$ cat src/rtl/hanoi_pkg.sv
// rtl/hanoi_pkg.sv - shared types and helpers for the Tower-of-Hanoi engine
package hanoi_pkg;

  localparam int MAX_DISKS = 16;

  typedef enum logic [2:0] {
    E_NONE   = 3'd0,
    E_SAME   = 3'd1,
    E_RANGE  = 3'd2,
    E_EMPTY  = 3'd3,
    E_ORDER  = 3'd4,
    E_LOCKED = 3'd5
  } err_code_e;

  typedef enum logic {
    IDLE  = 1'b0,
    CHECK = 1'b1
  } state_e;

  typedef struct packed {
    logic       valid;
    logic [3:0] idx;
  } low_bit_t;

  // Index of the smallest disk on a peg; valid=0 when the peg is empty.
  function automatic low_bit_t lowest_set(input logic [MAX_DISKS-1:0] mask);
    low_bit_t r;
    r.valid = 1'b0;
    r.idx   = '0;
    for (int i = MAX_DISKS - 1; i >= 0; i--) begin
      if (mask[i]) begin
        r.valid = 1'b1;
        r.idx   = 4'(i);
      end
    end
    return r;
  endfunction

endpackage

$ cat src/rtl/hanoi_if.sv
// rtl/hanoi_if.sv - move-request handshake bundle
interface hanoi_if #(
  parameter int PW = 2
) ();
  logic          mv_valid;
  logic          mv_ready;
  logic [PW-1:0] fr;
  logic [PW-1:0] to;

  modport master (output mv_valid, output fr, output to, input mv_ready);
  modport slave  (input mv_valid, input fr, input to, output mv_ready);
endinterface

$ cat src/rtl/hanoi_move_check.sv
// rtl/hanoi_move_check.sv - combinational legality check for one move
module hanoi_move_check
  import hanoi_pkg::*;
#(
  parameter int N_DISKS = 4,
  parameter int N_PEGS  = 3,
  parameter int PW      = 2
) (
  input  logic [N_DISKS-1:0] pegs_i [N_PEGS],
  input  logic [PW-1:0]      fr_i,
  input  logic [PW-1:0]      to_i,
  input  logic               solved_i,
  output logic               legal_o,
  output err_code_e          err_code_o,
  output logic [N_DISKS-1:0] move_bit_o
);

  logic               fr_in, to_in;
  logic [N_DISKS-1:0] src, dst;
  low_bit_t           top_src, top_dst;

  // Evaluate the error checks in priority order; out-of-range pegs read as empty.
  always_comb begin
    fr_in      = 32'(fr_i) < N_PEGS;
    to_in      = 32'(to_i) < N_PEGS;
    src        = fr_in ? pegs_i[fr_i] : '0;
    dst        = to_in ? pegs_i[to_i] : '0;
    top_src    = lowest_set(16'(src));
    top_dst    = lowest_set(16'(dst));
    move_bit_o = src & ~(src - N_DISKS'(1));
    if (solved_i)
      err_code_o = E_LOCKED;
    else if (!fr_in || !to_in)
      err_code_o = E_RANGE;
    else if (fr_i == to_i)
      err_code_o = E_SAME;
    else if (!top_src.valid)
      err_code_o = E_EMPTY;
    else if (top_dst.valid && (top_dst.idx < top_src.idx))
      err_code_o = E_ORDER;
    else
      err_code_o = E_NONE;
    legal_o = (err_code_o == E_NONE);
  end

endmodule

$ cat src/rtl/hanoi_param.sv
// rtl/hanoi_param.sv - parametrised Tower-of-Hanoi state engine
module hanoi_param
  import hanoi_pkg::*;
#(
  parameter int N_DISKS = 4,
  parameter int N_PEGS  = 3,
  parameter int TARGET  = N_PEGS - 1,
  parameter int CNT_W   = 16
) (
  input  logic                      clk,
  input  logic                      rst,
  input  logic                      clr,
  hanoi_if.slave                    mv,
  output logic [N_PEGS*N_DISKS-1:0] peg_o,
  output logic                      mv_ok,
  output logic                      mv_err,
  output logic [2:0]                err_code,
  output logic                      solved,
  output logic [CNT_W-1:0]          move_cnt,
  output logic [CNT_W-1:0]          err_cnt
);

  localparam int PW = (N_PEGS > 2) ? $clog2(N_PEGS) : 1;

  state_e             state_q;
  logic [N_DISKS-1:0] pegs_q [N_PEGS];
  logic [N_DISKS-1:0] pegs_d [N_PEGS];
  logic [PW-1:0]      fr_q, to_q;
  logic               ok_q, err_q, solved_q, solved_d;
  err_code_e          code_q;
  logic [CNT_W-1:0]   move_cnt_q, err_cnt_q;

  logic               legal;
  err_code_e          chk_code;
  logic [N_DISKS-1:0] move_bit;

  hanoi_move_check #(
    .N_DISKS (N_DISKS),
    .N_PEGS  (N_PEGS),
    .PW      (PW)
  ) u_check (
    .pegs_i     (pegs_q),
    .fr_i       (fr_q),
    .to_i       (to_q),
    .solved_i   (solved_q),
    .legal_o    (legal),
    .err_code_o (chk_code),
    .move_bit_o (move_bit)
  );

  // Peg masks after committing the latched move (only used when it is legal).
  always_comb begin
    pegs_d = pegs_q;
    for (int p = 0; p < N_PEGS; p++) begin
      if (32'(fr_q) == p) pegs_d[p] = pegs_d[p] & ~move_bit;
      if (32'(to_q) == p) pegs_d[p] = pegs_d[p] | move_bit;
    end
    solved_d = (pegs_d[TARGET] == {N_DISKS{1'b1}});
  end

  // Two-state request FSM: latch in IDLE, evaluate and respond in CHECK.
  always_ff @(posedge clk or negedge rst) begin
    if (!rst) begin
      state_q    <= IDLE;
      for (int p = 0; p < N_PEGS; p++) pegs_q[p] <= (p == 0) ? '1 : '0;
      fr_q       <= '0;
      to_q       <= '0;
      ok_q       <= 1'b0;
      err_q      <= 1'b0;
      code_q     <= E_NONE;
      solved_q   <= 1'b0;
      move_cnt_q <= '0;
      err_cnt_q  <= '0;
    end else if (clr) begin
      state_q    <= IDLE;
      for (int p = 0; p < N_PEGS; p++) pegs_q[p] <= (p == 0) ? '1 : '0;
      fr_q       <= '0;
      to_q       <= '0;
      ok_q       <= 1'b0;
      err_q      <= 1'b0;
      code_q     <= E_NONE;
      solved_q   <= 1'b0;
      move_cnt_q <= '0;
      err_cnt_q  <= '0;
    end else begin
      case (state_q)
        IDLE: begin
          ok_q  <= 1'b0;
          err_q <= 1'b0;
          if (mv.mv_valid) begin
            fr_q    <= mv.fr;
            to_q    <= mv.to;
            state_q <= CHECK;
          end
        end
        CHECK: begin
          state_q <= IDLE;
          if (legal) begin
            pegs_q   <= pegs_d;
            solved_q <= solved_d;
            ok_q     <= 1'b1;
            if (move_cnt_q != {CNT_W{1'b1}}) move_cnt_q <= move_cnt_q + 1'b1;
          end else begin
            err_q  <= 1'b1;
            code_q <= chk_code;
            if (err_cnt_q != {CNT_W{1'b1}}) err_cnt_q <= err_cnt_q + 1'b1;
          end
        end
        default: state_q <= IDLE;
      endcase
    end
  end

  for (genvar p = 0; p < N_PEGS; p++) begin : g_peg
    assign peg_o[p*N_DISKS +: N_DISKS] = pegs_q[p];
  end

  assign mv.mv_ready = (state_q == IDLE);
  assign mv_ok       = ok_q;
  assign mv_err      = err_q;
  assign err_code    = code_q;
  assign solved      = solved_q;
  assign move_cnt    = move_cnt_q;
  assign err_cnt     = err_cnt_q;

endmodule

$ cat src/flat_wrapper.sv
// flat-port wrapper written by rule: the top's interface ports become plain ports
module hanoi_param_flat import hanoi_pkg::*;
#(
  parameter int N_DISKS = 4,
  parameter int N_PEGS  = 3,
  parameter int TARGET  = N_PEGS - 1,
  parameter int CNT_W   = 16
)
  (clk, rst, clr, peg_o, mv_ok, mv_err, err_code, solved, move_cnt, err_cnt, mv_mv_valid, mv_fr, mv_to, mv_mv_ready);
  hanoi_if #(.PW(2)) mv_i ();
  input  logic clk;
  input  logic rst;
  input  logic clr;
  output logic [N_PEGS*N_DISKS-1:0] peg_o;
  output logic mv_ok;
  output logic mv_err;
  output logic [2:0] err_code;
  output logic solved;
  output logic [CNT_W-1:0] move_cnt;
  output logic [CNT_W-1:0] err_cnt;
  input wire logic [$bits(mv_i.mv_valid)-1:0] mv_mv_valid;
  input wire logic [$bits(mv_i.fr)-1:0] mv_fr;
  input wire logic [$bits(mv_i.to)-1:0] mv_to;
  output wire logic [$bits(mv_i.mv_ready)-1:0] mv_mv_ready;
  assign mv_i.mv_valid = mv_mv_valid;
  assign mv_i.fr = mv_fr;
  assign mv_i.to = mv_to;
  assign mv_mv_ready = mv_i.mv_ready;
  hanoi_param #(.N_DISKS(N_DISKS), .N_PEGS(N_PEGS), .TARGET(TARGET), .CNT_W(CNT_W)) u_core (.clk(clk), .rst(rst), .clr(clr), .mv(mv_i), .peg_o(peg_o), .mv_ok(mv_ok), .mv_err(mv_err), .err_code(err_code), .solved(solved), .move_cnt(move_cnt), .err_cnt(err_cnt));
endmodule
$ cat config.mk
export PLATFORM = sky130hd
export DESIGN_NAME = hanoi_param_flat
export DESIGN_NICKNAME = d
export VERILOG_FILES = /design/src/rtl/hanoi_pkg.sv /design/src/rtl/hanoi_if.sv /design/src/rtl/hanoi_move_check.sv /design/src/rtl/hanoi_param.sv /design/src/flat_wrapper.sv
export SDC_FILE = /design/constraint.sdc
export NUM_CORES = 1
export LEC_CHECK = 0
export CORE_MARGIN = 4
export CORE_UTILIZATION = 30
export DETAILED_ROUTE_END_ITERATION = 12
export SYNTH_ARGS = -nofsm -noshare
export SYNTH_HDL_FRONTEND = slang
export SYNTH_SLANG_ARGS = --single-unit
$ cat constraint.sdc
create_clock -name clk -period 3.28 [get_ports clk]
set_input_delay 0.656 -clock clk [delete_from_list [all_inputs] [get_ports clk]]
set_output_delay 0.656 -clock clk [all_outputs]
set_load 0.05 [all_outputs]
======== Word-level counts from Yosys, hierarchy flattened ========
Cells that the tools add are included.
Widths: inputs -> output; s select.
storage, ports and cells
  bits in registers ....................... 55
  input bits .............................. 8
  logic and storage cells ................. 120
operators by class
  add/sub/neg operators ................... 3
  magnitude comparators ................... 5
  equality and inequality tests ........... 12
  muxes and demuxes ....................... 59
  bitwise gates (word level) .............. 12
  reduce and logical (&&, ||, !) cells .... 17
operators by type and width
  cell                   number
  $mux 16                8
  $mux 4                 12
  $mux 5                 8
  $mux 12                3
  $add 16x1->16 const B  2
  $ne 16x16->1 const B   2
  $mux 3                 8
  $and 4x4->4            4
  $bmux 4 s2             2
  $mux 2                 6
  $or 4x4->4             3
  $reduce_bool 2->1      5
  $mux 1                 9
  $not 4->4              2
  $ge 3x3->1 const B     2
  $ne 3x3->1 const B     2
  $not 2->3              2
  $pmux 1 s2             3
  $reduce_and 2->1       3
  $reduce_and 3->1       2
  $eq 2x1->1 const B     2
  $eq 2x2->1 const B     2
  $eq 4x4->1 const B     1
  $logic_not 2->1        2
  other kinds (10)       13

======== Depth between registers and ports, before layout ========
  word-level depth ........................ 20
  mapped depth ............................ 15
  gate-level depth less buffers ........... 10

======== By module ========
Synthesis repeated with hierarchy kept, for this count alone.
unflattened totals
  cell total of the unflattened synthesis .. 366
  area, all modules ....................... 3448.3 um^2
by module, submodules not included
  module            instances  cells each  area an instance (um^2)  seq. area each (um^2)
  hanoi_param       1          314         3020.4                   1381.3
  hanoi_move_check  1          52          427.9                    0.0

======== Worst setup path after synthesis ========
No wires, ideal clock.
  path kind ............................... reg-to-reg
  from .................................... register u_core.pegs_q (netlist bit u_core.peg_o[4])
  to ...................................... register u_core.move_cnt_q[4] (netlist: u_core.move_cnt[4])
  arrival time ............................ 2.850 ns
  setup slack ............................. 0.302 ns
  stages on the path, launching flop included .. 13
  cells stage by stage .................... dfrtp_1 > mux2i_1 > a2bb2oi_2 > and2_1 > nand2_1 > ha_1 > a21oi_1 > o31a_1 > buf_6 > a21o_1 > buf_6 > nor3_1 > mux2_1
between the ends
  longest elaborated chain between the ends .. 15
  elaborated cells on any way between the ends .. 20
RTL lines
  what                                     line                                            RTL
  from (decl)                              hanoi_param.sv:26                               logic [N_DISKS-1:0] pegs_q [N_PEGS];
  from (signal assigned)                   hanoi_param.sv:99                               pegs_q <= pegs_d;
  $bmux 4 s2 (on tied branches)            hanoi_move_check.sv:27, hanoi_move_check.sv:26
  $mux 4 (on tied branches) (3 in series)  hanoi_move_check.sv:27, hanoi_move_check.sv:26
  $mux 5                                   hanoi_pkg.sv:31                                 if (mask[i]) begin
  $lt 4x4->1                               hanoi_move_check.sv:39                          else if (top_dst.valid && (top_dst.idx < top_src.idx))
  $logic_and 1x1->1                        hanoi_move_check.sv:39
  $mux 3                                   hanoi_move_check.sv:39
  $mux 3 (*)                               hanoi_move_check.sv:37                          else if (!top_src.valid)
  $mux 3 (*)                               hanoi_move_check.sv:35                          else if (fr_i == to_i)
  $mux 3 (*)                               hanoi_move_check.sv:33                          else if (!fr_in || !to_in)
  $mux 3 (*)                               hanoi_move_check.sv:31                          if (solved_i)
  $logic_not 3->1 (*)                      hanoi_move_check.sv:43                          legal_o = (err_code_o == E_NONE);
  $reduce_bool 2->1 (no source line) (*)   -
  $reduce_and 3->1 (no source line) (*)    -
  to (signal assigned)                     hanoi_param.sv:102                              if (move_cnt_q != {CNT_W{1'b1}}) move_cnt_q <= move_cnt_q + 1'b1;
  to (decl)                                hanoi_param.sv:31                               logic [CNT_W-1:0] move_cnt_q, err_cnt_q;
Mark *: on every way between the ends. The rest lies on a longest branch, timed or not. The select of a mux whose other input is x is not followed.
A chain may end at the register's enable or synchronous reset.

======== Worst setup path in the final report ========
  from .................................... register u_core.fr_q[0]
  to ...................................... register u_core.err_cnt_q[8] (netlist: u_core.err_cnt[8])
between the ends
  longest elaborated chain between the ends .. 19
  elaborated cells on any way between the ends .. 23
RTL lines
  what                                        line                    RTL
  from (decl)                                 hanoi_param.sv:28       logic [PW-1:0] fr_q, to_q;
  from (signal assigned)                      hanoi_param.sv:91       fr_q <= mv.fr;
  $not 2->3 (implied by the code)             hanoi_move_check.sv:26  src = fr_in ? pegs_i[fr_i] : '0;
  $bmux 4 s2                                  hanoi_move_check.sv:26
  $mux 4 (implied by the code) (2 in series)  hanoi_move_check.sv:26
  $mux 4                                      hanoi_move_check.sv:26
  $mux 5 (4 in series)                        hanoi_pkg.sv:31
  $lt 4x4->1                                  hanoi_move_check.sv:39
  $logic_and 1x1->1                           hanoi_move_check.sv:39
  $mux 3                                      hanoi_move_check.sv:39
  $mux 3                                      hanoi_move_check.sv:37
  $mux 3                                      hanoi_move_check.sv:35
  $mux 3 (*)                                  hanoi_move_check.sv:33
  $mux 3 (*)                                  hanoi_move_check.sv:31
  $logic_not 3->1 (*)                         hanoi_move_check.sv:43
  $ne 2x2->1 (no source line) (*)             -
  $reduce_and 3->1 (no source line) (*)       -
  to (signal assigned)                        hanoi_param.sv:106      if (err_cnt_q != {CNT_W{1'b1}}) err_cnt_q <= err_cnt_q + 1'b1;
  to (decl)                                   hanoi_param.sv:31
Marked as above.

==> results_dict.tcl <==
set metrics [dict create \
    ys_seq_elements 55 \
    die_y_um 114.9 \
    post-route-util_pct 39.08 \
    drt_wl_total_mm 9.807 \
    nets 431 \
    synth_async_sr_flop_share_pct 100.0 \
    cp_slowest_cell "dfrtp_2" \
    vias 3097 \
    multiInputGateArea_um2 1847 \
    cp.arrival_ns 3.19 \
    antenna_found_initial 0 \
    leakagePower_uw 0.001616 \
    grt_usage_pct 15.02 \
    path_class "flip-flop to flip-flop" \
    tightestPinTransition_ns 0.7464 \
    start_util_pct 31.06 \
    worstPathMaxFanout 35 \
    drv_slew 0 \
    first_pass_iters 4 \
    reg2reg_depth 12 \
    synthFlopType "dfrtp_1" \
    r2r_setup_slack_ns 0.30 \
    clk_pin_slew_ns 0.07 \
    crit_end "u_core.err_cnt[8]" \
    ant_nets 0 \
    drv_cap 0 \
    synth_nets 376 \
    cts_root_buf "clkbuf_16" \
    hold_viol_final 0 \
    cts_sinks 55 \
    setup_violations 0 \
    wl_per_cell_um 17.48 \
    dp_hpwl_mm 7.175 \
    cp_cell_sequence "buf_4, nor2b_4, a2bb2oi_2, and2_1, nand2_1, ha_1, a21oi_1, o31a_1, a21oi_2, buf_12, or4_1, a21oi_1" \
    critPathRequiredTime_ns 3.49 \
    syn_area_per_cell_um2 9.386 \
    clock_latency_ns 0.29 \
    tns_ns 0 \
    synth-seq-area-share_pct 40.32 \
    startpoint "u_core.fr_q[0]" \
    clockBufferDepth 2 \
    fill_cells 1130 \
    power_per_cell_area_nw_per_um2 379.4 \
    grt_first_pass_wirelength_mm 16.13 \
    yosysWarnings 0 \
    coreArea_um2 11030 \
    synth_edf_count 0 \
    seq_area_um2 1383 \
    clock_skew_ns 0.002484 \
    drc_errors 0 \
    path_common_cell "a21oi_1" \
    postSynthCellCount 365 \
    timing.rr.start "u_core.fr_q[0]" \
    max_freq_ghz 0.3359 \
    diodes 0 \
    synth_area_um2 3426 \
    cts_tree "done" \
    area_growth_pct 25.82 \
    vias_per_cell 5.520 \
    finalCritPeriodShare_pct 90.78 \
    crit_path_end_kind "flip-flop" \
    synth_cell_type_count 65 \
    grt_pass1_vias 3086 \
    drt_iter0_markers 154 \
    htreeDepth 2 \
    min_period_ns 2.977 \
    numCtsBuffers 5 \
    grt_max_degree 36 \
    core.rowCount 38 \
    timing.rr.end "u_core.err_cnt[8]" \
    drive_above_1_share_pct 11.88 \
    postCtsSetupBuffers 0 \
    vdd_drop_max_mv 0.2330 \
    relSlewSlack_pct 50.12 \
    io_pins 59 \
    outcome "complete, no violations" \
    port_buffers 58 \
    die_area_um2 13190 \
    die_w_um 114.9 \
    rsz0062_at_grt "no" \
    worst_path_largest_cell_delay_ns 0.46 \
    grt_overflow 0 \
    place.gp.congestion 0.8596 \
    hp-class "input port to asynchronous set/reset pin" \
    start_kind "flip-flop" \
]
==> through the flow <==
| step | total power [µW] | cells | hold slack [ns] | setup WS (ns) | instance area (µm²) |
|---|---|---|---|---|---|
| 3_5_place_dp | 1073 | 553 | 0.5200 | 0.3064 | 4149 |
| 2_1_floorplan | 972.5 | 365 | 0.3604 | 0.3020 | 3426 |
| 5_1_grt | 1711 | 561 | 0.4802 | 0.05704 | 4310 |
| 3_3_place_gp | 1073 | 553 | 0.5217 | 0.4013 | 4149 |
| 6_report | 1635 | 561 | 0.4160 | 0.3026 | 4310 |
| 4_1_cts | 1655 | 561 | 0.4443 | 0.2823 | 4309 |
==> flip-flops by register name, summed over array words and instances, names as in the netlist <==
| signal | cells |
|---|---|
| u_core.fr_q | 2 |
| u_core.peg_o | 12 |
| u_core.mv_ok | 1 |
| u_core.solved | 1 |
| u_core.err_code | 3 |
| u_core.mv_err | 1 |
| u_core.move_cnt | 16 |
| u_core.err_cnt | 16 |
| u_core.to_q | 2 |
| u_core.state_q | 1 |
==> layout by cell type, fill, tap and decap left out, drive strengths merged, types with 4 or more instances in the layout <==
cell type and instances:
a2bb2oi 8, clkdlybuf4s50 57, a21oi 23, nand4 14, nand3 8, nor2 34
nor2b 7, dfrtp 51, o21a 4, buf 18, a31oi 5, dfstp 4
o21ai 12, mux2i 14, o31ai 12, and3 6, and4 5, inv 7
nand2 33, xnor2 10, and2 7, a211oi 10, or4 10, nor3 6
clkbuf 7, o311ai 4
==> worst max-delay path, delay by kind of cell (launching register included) <==
kind,cells,cell delay [ns]
compound gates,5,0.78
fa+ha+maj,1,0.26
buf+inv,2,0.35
flops,1,0.46
simple gates,4,1.03
==> where the power goes <==
| part | switching (µW) | internal, µW | total, µW |
|---|---|---|---|
| clock | 249 | 326 | 574 |
| combinational | 237 | 121 | 359 |
| sequential | 12.4 | 690 | 702 |
==> worst min-delay path by stage <==
stage	cells after the start	endpoint	slack [ns]	from
CTS	1	u_core.err_cnt[3]	0.44	rst
global route	1	u_core.err_cnt[3]	0.48	rst
detailed placement	1	u_core.mv_ok	0.52	u_core.mv_ok
global placement	1	u_core.mv_err	0.52	u_core.mv_err
finish	1	u_core.err_cnt[3]	0.42	rst
floorplan	0	u_core.err_cnt[0]	0.36	rst
==> layout make-up <==
| class | instances | area share, % |
|---|---|---|
| clock inverter | 1 | 0.1742 |
| tap | 140 | 4.064 |
| inverter | 8 | 0.6967 |
| multi-input combinational | 275 | 42.84 |
| timing repair buffer | 75 | 16.60 |
| clock buffer | 7 | 3.541 |
| sequential | 55 | 32.08 |
==> per-layer routing <==
metal	routed length [µm]	GRT usage, %
met3	561	2.947
met2	4686	24.31
met5	0	0
met1	4405	20.38
met4	153	4.460
==> logic make-up (layout without fill, tap and decap cells) <==
family | count (synthesis) | after routing | synth area share, %
buffers and inverters | 35 | 91 | 5.771
DFF | 55 | 55 | 40.32
AOI/OAI and AO/OA | 104 | 104 | 23.74
adders and majority gates | 3 | 3 | 1.096
xor gates and xnor gates | 10 | 10 | 2.556
and+or+nand+nor | 142 | 142 | 21.77
muxes | 16 | 16 | 4.748
==> synth_stat cells, types with 4 or more instances <==
library cell / instances / area [µm²]
inv_1: 7 / 26.28
nand4_1: 14 / 87.58
buf_6: 7 / 78.83
o21ai_0: 10 / 50.05
nor3_1: 6 / 30.03
nand2_1: 32 / 120.1
o21a_1: 4 / 30.03
and3_1: 6 / 37.54
o31ai_1: 12 / 90.09
clkbuf_1: 9 / 33.78
buf_2: 8 / 40.04
xnor2_1: 10 / 87.58
or4_1: 10 / 75.07
mux2i_1: 14 / 140.1
a21oi_1: 21 / 105.1
nor2_1: 34 / 127.6
dfrtp_1: 51 / 1276
a211oi_1: 7 / 52.55
nor2b_1: 5 / 31.28
dfstp_2: 4 / 105.1
nand3_1: 8 / 40.04
and4_1: 5 / 43.79
and2_1: 6 / 37.54
a31oi_1: 5 / 31.28
a2bb2oi_2: 5 / 75.07
==> repair_timing <==
item                       in CTS  in global routing
gates resized for setup         0                  1
setup endpoints to repair       0                  1
hold buffers                    0                  0
Note: power is estimated with default switching activity, not from simulation.
